### src/rtl/ex_pkg.sv
// Shared definitions for the execute stage: ALU opcodes, MUL FSM states,
// default widths and the control bundle carried across a multi-cycle MUL.
package ex_pkg;
    localparam int DW_DEF  = 32;
    localparam int SHW_DEF = 5;

    localparam logic [2:0] ALU_ADD = 3'b000;
    localparam logic [2:0] ALU_SUB = 3'b001;
    localparam logic [2:0] ALU_AND = 3'b010;
    localparam logic [2:0] ALU_OR  = 3'b011;
    localparam logic [2:0] ALU_XOR = 3'b100;
    localparam logic [2:0] ALU_SLT = 3'b101;
    localparam logic [2:0] ALU_SLL = 3'b110;
    localparam logic [2:0] ALU_MUL = 3'b111;

    typedef enum logic {
        IDLE = 1'b0,
        MUL  = 1'b1
    } ex_state_e;

    typedef struct packed {
        logic rf_wre;
        logic dm_wre;
        logic m2sele;
        logic m3sele;
    } ctl_t;
endpackage

### src/rtl/ex_stage_if.sv
// ID/EX inputs and EX/MEM outputs of the execute stage, bundled with the stall line.
interface ex_stage_if #(parameter int DW = 32);
    logic          rf_wre;
    logic          dm_wre;
    logic          m1sele;
    logic          m2sele;
    logic          m3sele;
    logic [2:0]    ALUope;
    logic [DW-1:0] exte;
    logic [DW-1:0] rsE;
    logic [DW-1:0] rtE;
    logic [DW-1:0] rdE;

    logic          rf_wrm;
    logic          dm_wrm;
    logic          m2selm;
    logic          m3selm;
    logic [DW-1:0] alu_outm;
    logic [DW-1:0] rtM;
    logic [DW-1:0] rdM;
    logic          zerom;
    logic          stall;

    modport master (
        output rf_wre, dm_wre, m1sele, m2sele, m3sele, ALUope, exte, rsE, rtE, rdE,
        input  rf_wrm, dm_wrm, m2selm, m3selm, alu_outm, rtM, rdM, zerom, stall
    );

    modport slave (
        input  rf_wre, dm_wre, m1sele, m2sele, m3sele, ALUope, exte, rsE, rtE, rdE,
        output rf_wrm, dm_wrm, m2selm, m3selm, alu_outm, rtM, rdM, zerom, stall
    );
endinterface

### src/rtl/ex_alu.sv
// Single-cycle ALU for every opcode except MUL, which the top handles iteratively.
module ex_alu
    import ex_pkg::*;
#(
    parameter int DW  = DW_DEF,
    parameter int SHW = SHW_DEF
) (
    input  logic [DW-1:0] a,
    input  logic [DW-1:0] b,
    input  logic [2:0]    op,
    output logic [DW-1:0] y
);
    always_comb begin
        y = '0;
        case (op)
            ALU_ADD: y = a + b;
            ALU_SUB: y = a - b;
            ALU_AND: y = a & b;
            ALU_OR:  y = a | b;
            ALU_XOR: y = a ^ b;
            ALU_SLT: y = {{(DW-1){1'b0}}, ($signed(a) < $signed(b))};
            ALU_SLL: y = a << b[SHW-1:0];
            default: y = '0;
        endcase
    end
endmodule

### src/rtl/ex_stage.sv
// Execute stage: operand mux, single-cycle ALU, DW-step shift-add multiplier
// and the EX/MEM register. Stall holds upstream for the whole MUL.
module ex_stage
    import ex_pkg::*;
#(
    parameter int DW  = DW_DEF,
    parameter int SHW = SHW_DEF
) (
    input  logic       clk,
    input  logic       s,
    ex_stage_if.slave  bus
);
    ex_state_e     state, state_nxt;
    logic          stall_int;
    logic [DW-1:0] b_op;
    logic [DW-1:0] alu_y;
    logic [DW-1:0] mul_a;
    logic [DW-1:0] mul_b;
    logic [DW-1:0] acc;
    logic [DW-1:0] acc_step;
    logic [SHW-1:0] cnt;
    logic          last_step;
    logic          is_mul;
    ctl_t          ctl_in;
    ctl_t          ctl_q;
    logic [DW-1:0] rt_q;
    logic [DW-1:0] rd_q;

    assign b_op      = bus.m1sele ? bus.exte : bus.rtE;
    assign is_mul    = (bus.ALUope == ALU_MUL);
    assign last_step = (cnt == SHW'(DW-1));
    assign acc_step  = mul_b[0] ? (acc + mul_a) : acc;
    assign ctl_in    = {bus.rf_wre, bus.dm_wre, bus.m2sele, bus.m3sele};

    ex_alu #(.DW(DW), .SHW(SHW)) u_alu (
        .a  (bus.rsE),
        .b  (b_op),
        .op (bus.ALUope),
        .y  (alu_y)
    );

    always_ff @(posedge clk or negedge s) begin
        if (!s) state <= IDLE;
        else    state <= state_nxt;
    end

    // Stall covers the IDLE accept cycle plus DW-1 MUL cycles; the last step
    // drops it so upstream advances on the same edge the result is written.
    always_comb begin
        state_nxt = state;
        stall_int = 1'b0;
        case (state)
            IDLE: begin
                if (is_mul) begin
                    state_nxt = MUL;
                    stall_int = 1'b1;
                end
            end
            MUL: begin
                stall_int = !last_step;
                if (last_step) state_nxt = IDLE;
            end
            default: state_nxt = IDLE;
        endcase
        bus.stall = s & stall_int;
    end

    always_ff @(posedge clk or negedge s) begin
        if (!s) begin
            mul_a        <= '0;
            mul_b        <= '0;
            acc          <= '0;
            cnt          <= '0;
            ctl_q        <= '0;
            rt_q         <= '0;
            rd_q         <= '0;
            bus.rf_wrm   <= 1'b0;
            bus.dm_wrm   <= 1'b0;
            bus.m2selm   <= 1'b0;
            bus.m3selm   <= 1'b0;
            bus.alu_outm <= '0;
            bus.rtM      <= '0;
            bus.rdM      <= '0;
            bus.zerom    <= 1'b0;
        end else if (state == IDLE) begin
            if (!is_mul) begin
                bus.rf_wrm   <= bus.rf_wre;
                bus.dm_wrm   <= bus.dm_wre;
                bus.m2selm   <= bus.m2sele;
                bus.m3selm   <= bus.m3sele;
                bus.alu_outm <= alu_y;
                bus.rtM      <= bus.rtE;
                bus.rdM      <= bus.rdE;
                bus.zerom    <= (alu_y == '0);
            end else begin
                mul_a      <= bus.rsE;
                mul_b      <= b_op;
                ctl_q      <= ctl_in;
                rt_q       <= bus.rtE;
                rd_q       <= bus.rdE;
                cnt        <= '0;
                acc        <= '0;
                bus.rf_wrm <= 1'b0;
                bus.dm_wrm <= 1'b0;
            end
        end else begin
            acc   <= acc_step;
            mul_a <= mul_a << 1;
            mul_b <= mul_b >> 1;
            cnt   <= cnt + SHW'(1);
            if (last_step) begin
                bus.rf_wrm   <= ctl_q.rf_wre;
                bus.dm_wrm   <= ctl_q.dm_wre;
                bus.m2selm   <= ctl_q.m2sele;
                bus.m3selm   <= ctl_q.m3sele;
                bus.alu_outm <= acc_step;
                bus.rtM      <= rt_q;
                bus.rdM      <= rd_q;
                bus.zerom    <= (acc_step == '0);
            end else begin
                bus.rf_wrm <= 1'b0;
                bus.dm_wrm <= 1'b0;
            end
        end
    end
endmodule
### src/flat_wrapper.sv
// flat-port wrapper written by rule: the top's interface ports become plain ports
module ex_stage_flat import ex_pkg::*;
#(
    parameter int DW  = DW_DEF,
    parameter int SHW = SHW_DEF
)
  (clk, s, bus_rf_wre, bus_dm_wre, bus_m1sele, bus_m2sele, bus_m3sele, bus_ALUope, bus_exte, bus_rsE, bus_rtE, bus_rdE, bus_rf_wrm, bus_dm_wrm, bus_m2selm, bus_m3selm, bus_alu_outm, bus_rtM, bus_rdM, bus_zerom, bus_stall);
  ex_stage_if #(.DW(DW)) bus_i ();
  input  logic clk;
  input  logic s;
  input wire logic [$bits(bus_i.rf_wre)-1:0] bus_rf_wre;
  input wire logic [$bits(bus_i.dm_wre)-1:0] bus_dm_wre;
  input wire logic [$bits(bus_i.m1sele)-1:0] bus_m1sele;
  input wire logic [$bits(bus_i.m2sele)-1:0] bus_m2sele;
  input wire logic [$bits(bus_i.m3sele)-1:0] bus_m3sele;
  input wire logic [$bits(bus_i.ALUope)-1:0] bus_ALUope;
  input wire logic [$bits(bus_i.exte)-1:0] bus_exte;
  input wire logic [$bits(bus_i.rsE)-1:0] bus_rsE;
  input wire logic [$bits(bus_i.rtE)-1:0] bus_rtE;
  input wire logic [$bits(bus_i.rdE)-1:0] bus_rdE;
  output wire logic [$bits(bus_i.rf_wrm)-1:0] bus_rf_wrm;
  output wire logic [$bits(bus_i.dm_wrm)-1:0] bus_dm_wrm;
  output wire logic [$bits(bus_i.m2selm)-1:0] bus_m2selm;
  output wire logic [$bits(bus_i.m3selm)-1:0] bus_m3selm;
  output wire logic [$bits(bus_i.alu_outm)-1:0] bus_alu_outm;
  output wire logic [$bits(bus_i.rtM)-1:0] bus_rtM;
  output wire logic [$bits(bus_i.rdM)-1:0] bus_rdM;
  output wire logic [$bits(bus_i.zerom)-1:0] bus_zerom;
  output wire logic [$bits(bus_i.stall)-1:0] bus_stall;
  assign bus_i.rf_wre = bus_rf_wre;
  assign bus_i.dm_wre = bus_dm_wre;
  assign bus_i.m1sele = bus_m1sele;
  assign bus_i.m2sele = bus_m2sele;
  assign bus_i.m3sele = bus_m3sele;
  assign bus_i.ALUope = bus_ALUope;
  assign bus_i.exte = bus_exte;
  assign bus_i.rsE = bus_rsE;
  assign bus_i.rtE = bus_rtE;
  assign bus_i.rdE = bus_rdE;
  assign bus_rf_wrm = bus_i.rf_wrm;
  assign bus_dm_wrm = bus_i.dm_wrm;
  assign bus_m2selm = bus_i.m2selm;
  assign bus_m3selm = bus_i.m3selm;
  assign bus_alu_outm = bus_i.alu_outm;
  assign bus_rtM = bus_i.rtM;
  assign bus_rdM = bus_i.rdM;
  assign bus_zerom = bus_i.zerom;
  assign bus_stall = bus_i.stall;
  ex_stage #(.DW(DW), .SHW(SHW)) u_core (.clk(clk), .s(s), .bus(bus_i));
endmodule
### config.mk
export PLATFORM = sky130hd
export DESIGN_NAME = ex_stage_flat
export DESIGN_NICKNAME = d
export VERILOG_FILES = /design/src/rtl/ex_pkg.sv /design/src/rtl/ex_stage_if.sv /design/src/rtl/ex_alu.sv /design/src/rtl/ex_stage.sv /design/src/flat_wrapper.sv
export SDC_FILE = /design/constraint.sdc
export NUM_CORES = 1
export LEC_CHECK = 0
export ABC_AREA = 1
export CAP_MARGIN = 20
export CORE_MARGIN = 2
export CORE_UTILIZATION = 40
export DETAILED_ROUTE_END_ITERATION = 16
export SKIP_CTS_REPAIR_TIMING = 1
export SYNTH_ARGS = -nofsm -noshare
export SYNTH_HDL_FRONTEND = slang
export SYNTH_SLANG_ARGS = --single-unit
### constraint.sdc
create_clock -name clk -period 6.48 [get_ports clk]
set_input_delay 0.972 -clock clk [delete_from_list [all_inputs] [get_ports clk]]
set_output_delay 0.972 -clock clk [all_outputs]
set_load 0.1 [all_outputs]
==> out/results.txt, run 1 <==
largest net degree at the start of global routing -> 156
Worst-path clk slew -> 60 ps
Top Ports -> 240
worst path cell trace -> clkdlybuf4s50_1 > buf_4 > o21ai_0 > ha_1 > nand2_1 > nor2_1 > inv_1 > nor2_1 > nand3_1 > nand3_1 > nand2_1 > nand3_1 > nand2_1 > inv_1 > nand2_1 > nor2_1 > nand2_1 > nor2_1 > nand3_1 > nand2_1 > nand2_1 > nand2_1
Mapped Nets -> 3880
clk root buf -> clkbuf_16
Via density -> 5.44
Synth area leaders -> dfrtp_1, nand2_1, ha_1, nand3_1, inv_1
crit path DAT -> 5750 ps
post-synthesis sequential area ratio -> 30.1%
Slew headroom -> 27.9%
die height -> 241 um
number of filler cells placed in the layout -> 5904
Post-Syn Area -> 22500 um^2
initial antenna violation count -> 2
Worst-Margin Slew -> 1080 ps
WHS -> 339 ps
Synth async-reset ratio -> 100%
startpoint types -> input pin
clk buf depth -> 3
clock skew -> 27.7 ps
Bufs and invs on worst path -> 4
Post-synth EDFFs -> 0
most frequent cells in the layout -> nand2_1, inv_1, nand3_1, nor2_1, dfrtp_1
fin. max-slew vios -> 0
Power Dens Cells -> 453 nW/um^2
Core Box Area -> 55400 um^2
DR DRC count -> 0
DRT iter0 DRCs -> 2501
CTS tree -> yes
Clock Sink Count -> 271
Final period util -> 81.4%
Clk Latency, worst-skew pair -> 550 ps
DP HPWL -> 72.5 mm
commonest non-fill, non-tap cell in the layout -> nand2_1
Final Non-Filler Cells -> 4531
Yosys top cell area share -> 30.1%
unrepaired setup endpoints after global routing -> false
cells after synthesis -> 3589
Overflow after GRT -> 0
crit path capture type -> flip-flop
die width -> 241 um
die area -> 58200 um^2
yosys warns -> 0
setup violators final -> 0
vias in the first global route -> 22700
Crit Path Category -> input pin to flip-flop
Avg WL per Cell -> 20.6 um
Tmin final -> 5270 ps
Via Count -> 24600
total power draw -> 12100 uW
total wire length -> 93.5 mm
share of cells above drive strength 1 -> 4.34%
setup TNS -> 0 ps
WP data required -> 6960 ps
# rows -> 86
routability cong. -> 1.03
clock buffer count from CTS -> 34
Most common cell on crit path -> nand2_1
Final Hold Vio Count -> 0
worst-path maximum fanout -> 26
CP delay by family, top -> simple AND/OR/NAND/NOR gates
global-route wire length before repair -> 139 mm
Synth Register Bits -> 271
Yosys top cell by area -> dfrtp_1
Post-synth top flop -> dfrtp_1
I/O Buffers -> 239
CP max stage delay -> 890 ps
Starting Density -> 40.6%
H-tree depth -> 2
fmax -> 0.190 GHz
Final ANT Viol Nets -> 0
VDD IR max -> 0.350 mV
Max Cap Viol -> 0
worst hold-check path type -> input pin to asynchronous set/reset pin
Area Overhead vs Synth -> 18.7%
final net count -> 4046
mean post-synth cell area -> 6.28 um^2
crit path max-delay cell type -> clkdlybuf4s50_1
placed insts -> 4467
static leakage -> 0.0134 uW
Distinct cells, synth -> 46
gr usage total -> 31.5%
status -> complete, no violations
TritonRoute pass-1 iters -> 7
[cell type report]
class	instances	area, um^2	share of cell area, %
multi-input combinational	2770	13600	51.0
sequential	271	6790	25.4
timing repair buffer	288	2790	10.4
inverter	390	1470	5.52
clock buffer	53	1040	3.90
tap	748	936	3.50
clock inverter	7	63.8	0.239
antenna	4	10.0	0.0375
[power breakdown]
group / switching (uW) / internal, uW
clock network: 774 / 1110
registers: 551 / 2480
logic: 5310 / 1880
total: 6640 / 5480
[cells by family (layout without fill, tap and decap cells)]
family / count (synthesis) / count (layout) / share of synthesized area, %
flip-flops: 271 / 271 / 30.1
buffers and inverters: 548 / 738 / 9.58
adder cells (fa/ha/maj): 153 / 153 / 8.60
XOR/XNOR: 5 / 5 / 0.194
other: 0 / 4 / 0
AND/OR/NAND/NOR: 2134 / 2134 / 38.9
AO/OA/AOI/OAI: 478 / 478 / 12.6
[through the flow]
stage / area [um^2] / setup WS [ps] / utilization [%]
finish: 26700 / 1210 / 48.2
global placement: 25600 / 600 / 46.2
detailed placement: 25600 / 744 / 46.2
CTS: 26700 / 1290 / 48.2
floorplan: 22500 / 2330 / -
global route: 26700 / 974 / 48.2
[sequential cells by signal, summed over array words and instances (netlist names)]
register             flops
u_core.state             1
u_core.bus.alu_outm     32
u_core.bus.m2selm        1
u_core.bus.m3selm        1
u_core.rd_q             32
u_core.bus.rdM          32
u_core.mul_a            32
u_core.cnt               5
u_core.mul_b            32
u_core.acc              32
u_core.rt_q             32
u_core.bus.dm_wrm        1
u_core.bus.rtM          32
u_core.bus.rf_wrm        1
u_core.ctl_q             4
u_core.bus.zerom         1
[per-layer routing]
metal	track usage, %	share of wire, %	up-vias
met5	0	0.011	-
met4	12.0	4.0	2
met3	3.36	6.9	172
met2	49.7	45	918
met1	44.5	44	11600
li1	-	-	11900
[final timing paths]
| kind | to | cells past startpoint | slack [ps] | from |
|---|---|---|---|---|
| worst max-delay path | u_core.bus.zerom | 22 | 1210 | bus_m1sele |
| worst min-delay path | u_core.rd_q[21] | 1 | 340 | s |
| worst max register to register | u_core.bus.alu_outm[21] | 5 | 2780 | u_core.state |
| worst min register to register | u_core.rt_q[30] | 2 | 470 | u_core.rt_q[30] |
| max in group asynchronous | u_core.state | 3 | 4180 | s |
| min in group clk | u_core.rt_q[30] | 2 | 470 | u_core.rt_q[30] |
[Yosys cell counts, types with 2 or more instances]
| library cell | n |
|---|---|
| a221oi_1 | 3 |
| nor2_1 | 342 |
| xnor2_1 | 4 |
| nand3_1 | 375 |
| nand3b_1 | 3 |
| nand3_2 | 7 |
| buf_1 | 13 |
| nor3_1 | 19 |
| a22o_1 | 3 |
| a21oi_1 | 152 |
| or2_2 | 34 |
| dfrtp_1 | 271 |
| o21a_1 | 2 |
| inv_1 | 383 |
| nor3b_1 | 2 |
| o21ai_2 | 3 |
| o21ai_0 | 119 |
| buf_6 | 6 |
| o21bai_1 | 12 |
| nand2_4 | 2 |
| o22ai_1 | 23 |
| o221ai_1 | 33 |
| nor4_1 | 2 |
| a31oi_1 | 84 |
| ha_1 | 150 |
| o211ai_1 | 39 |
| fa_1 | 3 |
| nand2_1 | 1309 |
| clkinv_1 | 2 |
| buf_2 | 36 |
| nand4_1 | 34 |
| inv_2 | 4 |
| clkbuf_1 | 101 |
| nand2_2 | 2 |
[worst reg2reg max path, stage by stage, from the launching register on]
cell,delay (ps)
dfrtp_4,910
nand2_1,700
nand2_4,620
clkinv_1,590
a21oi_1,600
a21oi_1,120
(Power assumes the default switching activity.)
==> inputs of run 2 (changes only) <==
==> constraint.sdc (replaced) <==
create_clock -name clk -period 4.95 [get_ports clk]
set_input_delay 0.7425 -clock clk [delete_from_list [all_inputs] [get_ports clk]]
set_output_delay 0.7425 -clock clk [all_outputs]
set_load 0.1 [all_outputs]
==> out/results.txt, run 2 (same netlist as run 1, synthesis figures left out) <==
status -> complete, no violations (unchanged)
final core utilization -> 49.0% (was 48.2%)
Overflow after GRT -> 0 (unchanged)
clock skew -> 19.9 ps (was 27.7 ps)
I/O Buffers -> 239 (unchanged)
setup violators final -> 0 (unchanged)
setup TNS -> 0 ps (unchanged)
gr usage total -> 32.1% (was 31.5%)
Max Cap Viol -> 0 (unchanged)
final worst slack -> 419 ps (was 1210 ps)
Power Dens Cells -> 587 nW/um^2 (was 453 nW/um^2)
worst hold-check path type -> input pin to asynchronous set/reset pin (unchanged)
Via density -> 5.41 (was 5.44)
crit path capture type -> flip-flop (unchanged)
Final Hold Vio Count -> 0 (unchanged)
share of cells above drive strength 1 -> 5.56% (was 4.34%)
global-route wire length before repair -> 141 mm (was 139 mm)
final net count -> 4097 (was 4046)
worst-path maximum fanout -> 32 (was 26)
r2r startpoint -> u_core.cnt[0] (was u_core.state)
crit path DAT -> 4920 ps (was 5750 ps)
clock buffer count from CTS -> 34 (unchanged)
Crit Path Category -> input pin to flip-flop (unchanged)
WHS -> 162 ps (was 339 ps)
TritonRoute pass-1 iters -> 6 (was 7)
H-tree depth -> 2 (unchanged)
DP HPWL -> 73.9 mm (was 72.5 mm)
total wire length -> 94.5 mm (was 93.5 mm)
unrepaired setup endpoints after global routing -> false (unchanged)
Area Overhead vs Synth -> 20.6% (was 18.7%)
fmax -> 0.221 GHz
Slew headroom -> 29.8% (was 27.9%)
largest net degree at the start of global routing -> 182 (was 156)
Top Ports -> 240 (unchanged)
commonest non-fill, non-tap cell in the layout -> nand2_1 (unchanged)
routability cong. -> 1.10 (was 1.03)
CTS tree -> yes (unchanged)
Clock Sink Count -> 271 (unchanged)
fin. max-slew vios -> 0 (unchanged)
die area -> 58200 um^2 (unchanged)
DRT iter0 DRCs -> 2466 (was 2501)
static leakage -> 0.0137 uW (was 0.0134 uW)
worst slack, placed -> -26.5 ps (was 744 ps)
most frequent cells in the layout -> nand2_1, inv_1, nand3_1, nor2_1, dfrtp_1 (unchanged)
# rows -> 86 (unchanged)
Via Count -> 24800 (was 24600)
clk buf depth -> 3 (unchanged)
Starting Density -> 40.6% (unchanged)
Worst-path clk slew -> 60 ps (about the same)
Final ANT Viol Nets -> 0 (unchanged)
Worst-Margin Slew -> 1050 ps (was 1080 ps)
Final period util -> 91.5%
clk root buf -> clkbuf_16 (unchanged)
Worst Setup SP -> bus_m1sele (unchanged)
die height -> 241 um (unchanged)
die width -> 241 um (unchanged)
VDD IR max -> 0.492 mV (was 0.350 mV)
Avg WL per Cell -> 20.6 um (about the same)
Core Box Area -> 55400 um^2 (unchanged)
startpoint types -> input pin (unchanged)
vias in the first global route -> 23500 (was 22700)
initial antenna violation count -> 3 (was 2)
WP data required -> 5340 ps (was 6960 ps)
Clk Latency, worst-skew pair -> 540 ps (was 550 ps)
Tmin final -> 4530 ps
DR DRC count -> 0 (unchanged)
-- run 2: cell count changes in the layout (fill, tap and decap cells not counted), moves of 2 or more --
cell	before	now
clkinv_2	2	5
nor2_2	0	2
buf_12	2	8
buf_4	47	93
clkbuf_8	10	6
nor2_4	3	1
clkinv_8	0	2
-- run 2: critical path, cell delays in order --
cell and delay (ps):
clkdlybuf4s50_1 520, buf_12 210, inv_6 180, or2_2 150, o21ai_0 250, ha_1 620
nand2_1 190, nor4_1 660, nand3_1 330, nand2_1 130, nand2_1 50, nand3_1 80
nand3_1 120, o21ai_0 540, a21oi_1 140
-- run 2: final cells by class --
cell class | instances | area [um^2]
Inverter | 390 | 1470
Multi-Input combinational cell | 2770 | 13600
Tap cell | 748 | 936
Clock buffer | 49 | 988
Antenna cell | 3 | 7.51
Clock inverter | 10 | 105
Fill cell | 5906 | 28300
Sequential cell | 271 | 6790
Timing Repair Buffer | 339 | 3250
-- run 2: stage by stage --
stage	total power, uW	cell area [um^2]	std cells
finish	15900	27200	4580
global route	17000	27200	4579
CTS	16000	27100	4577
detailed placement	13500	26100	4518
global placement	13400	26100	4518
floorplan	10700	22500	3589
-- run 2: layer usage --
metal | global-route usage, % | share of wire (%) | up-vias
li1 | - | - | 12100
met1 | 43.8 | 44 | 11600
met5 | 0 | 0.011 | -
met3 | 4.09 | 6.7 | 164
met2 | 51.1 | 45 | 930
met4 | 13.5 | 4.5 | 2
-- run 2: final timing paths --
path,endpoint,slack [ps],cells after the start
worst min register to register,u_core.rd_q[16],470,2
min in group clk,u_core.rd_q[16],470,2
worst max register to register,u_core.bus.alu_outm[30],1080,11
worst max-delay path,u_core.bus.alu_outm[29],420,15
max in group asynchronous,u_core.acc[3],3480,2
worst min-delay path,u_core.bus.rdM[17],160,1
-- run 2: where the power goes --
part	total (uW)	internal, uW	switching (uW)
Clock	2440	1450	988
Combinational	9620	2550	7070
Sequential	3890	3250	638
